[src/rtl/muldiv_pkg.sv]
// Shared op codes and FSM state encoding for the MIPS multiply/divide unit.
package muldiv_pkg;

  localparam logic [2:0] MULDIV_OP_MULT  = 3'b000;
  localparam logic [2:0] MULDIV_OP_MULTU = 3'b001;
  localparam logic [2:0] MULDIV_OP_DIV   = 3'b010;
  localparam logic [2:0] MULDIV_OP_DIVU  = 3'b011;
  localparam logic [2:0] MULDIV_OP_MTHI  = 3'b100;
  localparam logic [2:0] MULDIV_OP_MTLO  = 3'b101;

  typedef enum logic [1:0] {
    MULDIV_ST_IDLE = 2'd0,
    MULDIV_ST_RUN  = 2'd1,
    MULDIV_ST_FIX  = 2'd2
  } muldiv_state_e;

endpackage

[src/rtl/muldiv_step.sv]
// One combinational iteration: shift-add multiply or restoring divide on a
// 2*WIDTH accumulator ({upper, lower} = {partial product, multiplier} or {remainder, quotient}).
module muldiv_step
  import muldiv_pkg::*;
#(
  parameter int WIDTH = 32
) (
  input  logic                 mode_div,
  input  logic [2*WIDTH-1:0]   acc,
  input  logic [WIDTH-1:0]     opnd,
  output logic [2*WIDTH-1:0]   acc_nxt
);

  logic [WIDTH:0]   sum;
  logic [WIDTH:0]   shifted;
  logic [WIDTH-1:0] diff;
  logic             ge;

  always_comb begin
    sum     = {1'b0, acc[2*WIDTH-1:WIDTH]} + (acc[0] ? {1'b0, opnd} : '0);
    shifted = {acc[2*WIDTH-1:WIDTH], acc[WIDTH-1]};
    ge      = (shifted >= {1'b0, opnd});
    // Only taken when ge holds, so the difference always fits in WIDTH bits.
    diff    = shifted[WIDTH-1:0] - opnd;
    if (mode_div) begin
      acc_nxt = ge ? {diff, acc[WIDTH-2:0], 1'b1}
                   : {shifted[WIDTH-1:0], acc[WIDTH-2:0], 1'b0};
    end else begin
      acc_nxt = {sum, acc[WIDTH-1:1]};
    end
  end

endmodule

[src/rtl/muldiv_unit.sv]
// Iterative MULT/MULTU/DIV/DIVU unit with HI/LO, start/busy/done and flush.
// Define MULDIV_FAST_MULT_EN for a single-cycle combinational multiply.
module muldiv_unit
  import muldiv_pkg::*;
#(
  parameter int WIDTH = 32
) (
  input  logic             clk,
  input  logic             rst_n,
  input  logic             start,
  input  logic [2:0]       op,
  input  logic [WIDTH-1:0] a,
  input  logic [WIDTH-1:0] b,
  input  logic             flush,
  output logic             busy,
  output logic             done,
  output logic [WIDTH-1:0] hi,
  output logic [WIDTH-1:0] lo
);

  localparam int CNT_W = $clog2(WIDTH + 1);

  function automatic logic [WIDTH-1:0] cond_neg(input logic [WIDTH-1:0] v, input logic neg);
    logic signed [WIDTH-1:0] sv;
    sv = v;
    return neg ? -sv : sv;
  endfunction

  function automatic logic [2*WIDTH-1:0] cond_neg_dw(input logic [2*WIDTH-1:0] v, input logic neg);
    logic signed [2*WIDTH-1:0] sv;
    sv = v;
    return neg ? -sv : sv;
  endfunction

  muldiv_state_e      state, state_nxt;
  logic [CNT_W-1:0]   cnt;
  logic [2*WIDTH-1:0] acc, acc_step, result;
  logic [WIDTH-1:0]   opnd, a_mag, b_mag, hi_q, lo_q;
  logic               mode_div, neg_full, neg_hi, neg_lo;
  logic               busy_q, done_q;
  logic               is_mul, is_div, is_signed, sa, sb, b_zero, accept;

  assign is_mul    = (op == MULDIV_OP_MULT) || (op == MULDIV_OP_MULTU);
  assign is_div    = (op == MULDIV_OP_DIV)  || (op == MULDIV_OP_DIVU);
  assign is_signed = (op == MULDIV_OP_MULT) || (op == MULDIV_OP_DIV);
  assign sa        = is_signed & a[WIDTH-1];
  assign sb        = is_signed & b[WIDTH-1];
  assign a_mag     = cond_neg(a, sa);
  assign b_mag     = cond_neg(b, sb);
  assign b_zero    = (b == '0);
  assign accept    = start && !flush && (state == MULDIV_ST_IDLE);

  muldiv_step #(.WIDTH(WIDTH)) u_step (
    .mode_div (mode_div),
    .acc      (acc),
    .opnd     (opnd),
    .acc_nxt  (acc_step)
  );

  // Products negate as one 2*WIDTH value; quotient and remainder carry separate signs.
  assign result = neg_full ? cond_neg_dw(acc, 1'b1)
                           : {cond_neg(acc[2*WIDTH-1:WIDTH], neg_hi),
                              cond_neg(acc[WIDTH-1:0], neg_lo)};

  always_comb begin
    state_nxt = state;
    case (state)
      MULDIV_ST_IDLE: begin
        if (accept && is_div) begin
          state_nxt = b_zero ? MULDIV_ST_FIX : MULDIV_ST_RUN;
        end else if (accept && is_mul) begin
`ifdef MULDIV_FAST_MULT_EN
          state_nxt = MULDIV_ST_FIX;
`else
          state_nxt = MULDIV_ST_RUN;
`endif
        end
      end
      MULDIV_ST_RUN: begin
        if (cnt == CNT_W'(1)) state_nxt = MULDIV_ST_FIX;
      end
      MULDIV_ST_FIX: state_nxt = MULDIV_ST_IDLE;
      default:       state_nxt = MULDIV_ST_IDLE;
    endcase
    if (flush) state_nxt = MULDIV_ST_IDLE;
  end

  always_ff @(posedge clk or negedge rst_n) begin
    if (!rst_n) begin
      state    <= MULDIV_ST_IDLE;
      cnt      <= '0;
      acc      <= '0;
      opnd     <= '0;
      mode_div <= 1'b0;
      neg_full <= 1'b0;
      neg_hi   <= 1'b0;
      neg_lo   <= 1'b0;
      busy_q   <= 1'b0;
      done_q   <= 1'b0;
      hi_q     <= '0;
      lo_q     <= '0;
    end else begin
      state  <= state_nxt;
      busy_q <= (state_nxt != MULDIV_ST_IDLE);
      done_q <= (state == MULDIV_ST_FIX) && !flush;

      if (accept) begin
        cnt <= CNT_W'(WIDTH);
        if (is_mul) begin
          mode_div <= 1'b0;
          neg_full <= sa ^ sb;
          neg_hi   <= 1'b0;
          neg_lo   <= 1'b0;
          opnd     <= a_mag;
`ifdef MULDIV_FAST_MULT_EN
          acc      <= {{WIDTH{1'b0}}, a_mag} * {{WIDTH{1'b0}}, b_mag};
`else
          acc      <= {{WIDTH{1'b0}}, b_mag};
`endif
        end else if (is_div) begin
          mode_div <= 1'b1;
          neg_full <= 1'b0;
          opnd     <= b_mag;
          // Divide by zero bypasses the iterations and sign fixup entirely.
          if (b_zero) begin
            acc    <= {a, {WIDTH{1'b1}}};
            neg_hi <= 1'b0;
            neg_lo <= 1'b0;
          end else begin
            acc    <= {{WIDTH{1'b0}}, a_mag};
            neg_hi <= sa;
            neg_lo <= sa ^ sb;
          end
        end else if (op == MULDIV_OP_MTHI) begin
          hi_q <= a;
        end else if (op == MULDIV_OP_MTLO) begin
          lo_q <= a;
        end
      end

      if (state == MULDIV_ST_RUN) begin
        acc <= acc_step;
        cnt <= cnt - CNT_W'(1);
      end

      if ((state == MULDIV_ST_FIX) && !flush) begin
        hi_q <= result[2*WIDTH-1:WIDTH];
        lo_q <= result[WIDTH-1:0];
      end
    end
  end

  assign busy = busy_q;
  assign done = done_q;
  assign hi   = hi_q;
  assign lo   = lo_q;

endmodule

[config.mk]
export PLATFORM = sky130hd
export DESIGN_NAME = muldiv_unit
export DESIGN_NICKNAME = d
export VERILOG_FILES = /design/src/rtl/muldiv_pkg.sv /design/src/rtl/muldiv_step.sv /design/src/rtl/muldiv_unit.sv
export SDC_FILE = /design/constraint.sdc
export NUM_CORES = 1
export LEC_CHECK = 0
export ABC_AREA = 1
export CAP_MARGIN = 40
export CORE_ASPECT_RATIO = 2
export CORE_MARGIN = 10
export CORE_UTILIZATION = 42
export CTS_CLUSTER_DIAMETER = 30
export DETAILED_ROUTE_END_ITERATION = 12
export PLACE_DENSITY = 0.7
export SETUP_SLACK_MARGIN = 0.3
export SLEW_MARGIN = 10
export SYNTH_ARGS = -nofsm -noshare
export SYNTH_HDL_FRONTEND = slang
export SYNTH_SLANG_ARGS = --single-unit
[constraint.sdc]
create_clock -name clk -period 5.1 [get_ports clk]
set_input_delay 1.275 -clock clk [delete_from_list [all_inputs] [get_ports clk]]
set_output_delay 1.275 -clock clk [all_outputs]
set_load 0.1 [all_outputs]
==> results.ini, run 1 <==
[timing]
hold_violations = 0
fmax_mhz = 264
rsz0062_at_grt = no
clock_skew_ns = 0.0178
hold_ws_ns = 0.510
period_needed_ns = 3.79
relSlewSlack = 0.283
tightest_slew_ns = 1.06
setup_viol = 0
slew_viol_final = 0
fin_setup_tns_ns = 0
fin_crit_sh = 0.743

[critical_path]
critPathMaxFanout = 4
crit_type = in -> reg
crit_chain = clkdlybuf4s50_1 > nor2_1 > nand3_1 > nor3_1 > nand3_1 > nand2_1 > nand2_1 > nand2_1 > nand3_1 > nand3_1 > o21ai_0
cpMostUsedCell = nand3_1
critPathSlowestCell = clkdlybuf4s50_1
slowest_delay_ns = 0.87
worstPathRequired_ns = 5.47
critPathArrivalTime_ns = 4.16
end_kind = register
start_kind = input port

[cts]
hold_buffers = 0
clkTransAtPathRegs_ns = 0.09
clk_path_buf_depth = 2
cts-resized-gates = 0
clock_latency_ns = 0.50
cts_tree = done
h-tree-depth = 4
cts_root_buffer = clkbuf_16
clkSinkCount = 174
cts_buffers = 17
post_cts_buffers = 0

[pwr]
switchingPower_mw = 7.25
combPwrFrac = 0.671
power.internal_mw = 4.85
powerDensity_nw_per_um2 = 520
p_total_mw = 12.1
leakage_nw = 11.4
power.share.switching = 0.599
ir_drop_mv = 0.253
sequentialPowerShare = 0.207
p_clk_frac = 0.122

[finish]
final_common_cell = nand2_1
fin_util = 0.515
drive_gt1_frac = 0.0770
final_net_count = 3610
fillers = 4826
area_delta_synth_final_pct = 21.0
layout_common_cells = 999 x nand2_1, 421 x inv_1, 414 x nor2_1

[drt]
top_layer = met5
met1_length_um = 36800
drcViolationCount = 0
vias = 24600
vias_per_cell = 6.08
drtPass1Iterations = 7
drtAntennaViolNets = 0
wl_per_cell_um = 29.9
wl_met3_um = 10100
wl_met2_um = 57200
drtIter0Drc = 2798
finalWirelength_um = 121000

[yosys]
yosysSeqAreaShare = 0.227
synth_nets = 3440
synth-main-ff-cell = dfrtp_1
async_flop_share = 1.00
syn-cell-area_um2 = 19200
ys_seq_elements = 174
ys_types = 54
synth_edf_count = 0
yosysWarnings = 0
avgSynthCellArea_um2 = 5.83
syn_inst = 3297

[floorplan]
rows = 110
floorplan.die.width_um = 171
initial_core_util = 0.426
io_pins = 137
die_h_um = 323
die_area_um2 = 55200
core_um2 = 45100

[global_routing]
overflow = 0
grt_pass1_wl_um = 171000
grt_usage = 0.437
grt_max_degree = 85
grt_pass1_vias = 24600
grt_antenna_before_repair = 9

[placement]
gp_congestion = 1.11
port_buffers = 136
dp_hpwl_um = 96800

[min_path]
hp-class = reg -> reg

[run]
maxCapViolations = 0

[status]
status = finished clean

==> final timing paths <==
check                           slack (ns)  startpoint        to  depth (start not counted)
worst min-delay path                  0.51      neg_lo    neg_lo                          2
worst max-delay path                  1.31       a[22]  opnd[28]                         11
max in group asynchronous             3.33       rst_n  opnd[18]                          2
worst max register to register        1.36     acc[58]   acc[60]                         12
worst min register to register        0.51      neg_lo    neg_lo                          2
min in group asynchronous             0.73       rst_n      done                          1
==> flip-flops by register name, summed over array words and instances (netlist names), 2 cells and up <==
register / count
acc: 64
hi: 32
lo: 32
opnd: 32
cnt: 6
state: 2
==> synthesized netlist by cell type (21+ instances only) <==
cell,n,area (um2)
a21oi_1,138,691
clkbuf_1,73,274
dfrtp_1,174,4350
ha_1,70,876
inv_1,422,1580
inv_2,21,78.8
nand2_1,999,3750
nand3_1,324,1620
nand3b_1,25,188
nand4_1,68,425
nor2_1,417,1570
nor2_2,31,194
nor3_1,47,235
o211ai_1,50,375
o21ai_0,144,721
o21ai_1,26,130
xor2_1,75,657
==> power by group through the flow <==
stage / Sequential (mW) / Combinational [mW] / Clock [mW]
6_report: 2.50 / 8.11 / 1.48
5_1_grt: 2.48 / 8.59 / 1.51
4_1_cts: 2.44 / 7.79 / 1.46
3_5_place_dp: 2.46 / 7.76 / 0
3_3_place_gp: 2.47 / 7.20 / 0
2_1_floorplan: 2.92 / 3.93 / 0
==> cells by family (layout without fill, tap and decap cells) <==
kind of cell,after synthesis,after routing,share of synthesized area
AO/OA/AOI/OAI,439,439,0.132
adder cells (fa/ha/maj),72,72,0.0477
multiplexers,1,1,0.000521
AND/OR/NAND/NOR,1959,1959,0.437
XOR/XNOR,93,93,0.0424
buffers and inverters,559,742,0.114
flip-flops,174,174,0.227
other,0,5,0
==> through the flow <==
step	std cells	setup slack [ns]	instance area [um2]
3_3_place_gp	3936	1.00	21300
2_1_floorplan	3297	2.39	19200
3_5_place_dp	4003	0.929	22600
6_report	4045	1.31	23200
5_1_grt	4040	1.23	23200
4_1_cts	4035	1.41	23200
==> worst max-delay path, delay by kind of cell <==
| family | cells | cell delay (ns) |
|---|---|---|
| buffers and inverters | 1 | 0.87 |
| AO/OA/AOI/OAI | 1 | 0.13 |
| AND/OR/NAND/NOR | 9 | 1.85 |
==> area by class of cell <==
| class | count | area [um2] | area share |
|---|---|---|---|
| clock inverters | 15 | 196 | 0.00845 |
| flip-flops and latches | 174 | 4360 | 0.187 |
| clock buffers | 17 | 425 | 0.0183 |
| inverters | 447 | 1680 | 0.0722 |
| well taps | 560 | 701 | 0.0301 |
| multi-input cells | 2564 | 12700 | 0.547 |
| repair buffers | 263 | 3170 | 0.136 |
| diodes | 5 | 12.5 | 0.000538 |
==> routing by layer <==
metal / global-route usage / vias up
met5: 0 / -
met4: 0.486 / 8
met3: 0.113 / 660
met2: 0.726 / 1500
met1: 0.405 / 11400
li1: - / 11000
No activity file was read; power rests on OpenSTA's default activity.
==> run 2: changes to the inputs <==
- PLACE_DENSITY: 0.7 -> 0.73
- clock period: 5.1 -> 3.35 ns (I/O delays scaled with it)
==> results.ini, run 2 (same netlist as run 1, synthesis figures left out) <==
[timing]
slew_viol_final = 0  ; unchanged
hold_ws_ns = 0.305  ; -0.206 ns
tightest_slew_ns = 0.874  ; -0.190 ns
rsz0062_at_grt = no
period_needed_ns = 3.03
fmax_mhz = 330
relSlewSlack = 0.417  ; +0.134
fin_setup_tns_ns = 0  ; unchanged
setup_viol = 0  ; unchanged
clock_skew_ns = 0.0205  ; +0.00271 ns
fin_crit_sh = 0.905
hold_violations = 0  ; unchanged

[cts]
cts_root_buffer = clkbuf_16
h-tree-depth = 4  ; unchanged
clk_path_buf_depth = 2  ; unchanged
clkSinkCount = 174  ; unchanged
clock_latency_ns = 0.48  ; -0.02 ns
cts_buffers = 17  ; unchanged
post_cts_buffers = 0  ; unchanged
cts_tree = done
cts-resized-gates = 0  ; unchanged
hold_buffers = 0  ; unchanged
clkTransAtPathRegs_ns = 0.09  ; about the same

[critical_path]
crit_buf_inv = 1  ; unchanged
crit_start = acc[33]
cpMostUsedCell = nand2_1
r2r_slack_ns = 0.32  ; -1.04 ns
crit_family = simple AND/OR/NAND/NOR gates
crit_type = reg -> reg
end_kind = register
critPathArrivalTime_ns = 3.43  ; -0.73 ns
slowest_delay_ns = 0.59  ; -0.28 ns
start_kind = register
rr_startpoint = acc[33]
crit_chain = ha_1 > nand2_1 > nor2_1 > nand3_1 > nor2_1 > nand2_1 > nand2_2 > nor2_8 > nand2_8 > nand2_2 > buf_12 > o21ai_0 > nand2_1 > a21oi_1
critPathMaxFanout = 19  ; +15
critPathSlowestCell = dfrtp_1
worstPathRequired_ns = 3.74  ; -1.73 ns

[drt]
drtIter0Drc = 2699  ; -3.5%
drtAntennaViolNets = 0  ; unchanged
drcViolationCount = 0  ; unchanged
vias = 24800  ; +0.76%
wl_per_cell_um = 28.5  ; -5.0%
vias_per_cell = 5.97  ; -1.7%
finalWirelength_um = 118000  ; -2.6%
drtPass1Iterations = 6  ; -1

[pwr]
ir_drop_mv = 0.484  ; +92%
leakage_nw = 11.8  ; +3.2%
powerDensity_nw_per_um2 = 769  ; +48%
p_total_mw = 17.8  ; +47%

[finish]
regMostFlops = acc
largest_register_ffs = 64  ; unchanged
multi_input_area_um2 = 12700  ; +0.22%
layout.cells.non_filler = 4146  ; +2.5%
final-seq-area_um2 = 4360  ; about the same
area_delta_synth_final_pct = 20.5
fillers = 5038  ; +4.4%
layout_common_cells = 997 x nand2_1, 421 x inv_1, 414 x nor2_1
final_common_cell = nand2_1
final_net_count = 3714  ; +2.9%
postLayoutCellArea_um2 = 23200  ; -0.37%
drive_gt1_frac = 0.124  ; +0.0472

[global_routing]
grt_antenna_before_repair = 8  ; -1
grt_pass1_wl_um = 169000  ; -1.5%
grt_usage = 0.426  ; -0.0116
grt_pass1_vias = 24600  ; +0.0081%
grt_max_degree = 78  ; -8.2%
overflow = 0  ; unchanged

[placement]
gp_congestion = 1.15  ; +3.7%
port_buffers = 136  ; unchanged
place_inst = 4110  ; +2.7%
dp_hpwl_um = 96100  ; -0.68%
placed_cell_area_um2 = 22500  ; -0.33%

[run]
maxCapViolations = 0  ; unchanged

[floorplan]
core_um2 = 45100  ; unchanged
floorplan.die.width_um = 171  ; unchanged
die_area_um2 = 55200  ; unchanged
initial_core_util = 0.426  ; unchanged
die_h_um = 323  ; unchanged
rows = 110  ; unchanged
io_pins = 137  ; unchanged

[status]
status = finished clean

[min_path]
hp-class = in -> async

run 2: changes by cell type in the layout (fill, tap and decap cells not counted), moves of 5 or more:
cell | previous run | this run
clkdlybuf4s50_1 | 135 | 68
buf_4 | 55 | 284
buf_8 | 41 | 2
buf_12 | 4 | 9
buf_16 | 25 | 1
run 2: path summary, 6_finish.rpt:
kind | cells past startpoint | to
max | 14 | acc[0]
min | 1 | acc[58]
max reg2reg | 14 | acc[0]
min reg2reg | 2 | hi[25]
min in group clk | 2 | hi[25]
max in group asynchronous | 2 | acc[23]
run 2: power breakdown:
part | switching (mW) | leakage, nW | internal (mW)
Combinational | 8.66 | 9.32 | 3.49
Sequential | 0.861 | 2.14 | 2.62
Clock | 1.09 | 0.299 | 1.09
Total | 10.6 | 11.8 | 7.20
run 2: final cells by class:
class | count | area share
clock inverter | 14 | 0.00729
inverter | 447 | 0.0725
tap | 560 | 0.0303
clock buffer | 18 | 0.0190
multi-input combinational | 2564 | 0.550
antenna | 2 | 0.000216
sequential | 174 | 0.188
timing repair buffer | 367 | 0.133
run 2: metrics by stage:
step                utilization  setup WS (ns)
global placement          0.497         -0.118
detailed placement        0.499         -0.120
global route              0.513          0.302
CTS                       0.512          0.367
finish                    0.513          0.317
floorplan                     -          0.939
run 2: layer usage:
metal / part of all wire / global-route usage / up-vias
li1: - / - / 11200
met1: 0.32 / 0.411 / 11500
met2: 0.47 / 0.704 / 1434
met3: 0.079 / 0.100 / 651
met4: 0.13 / 0.452 / 8
met5: 0.00044 / 0 / -
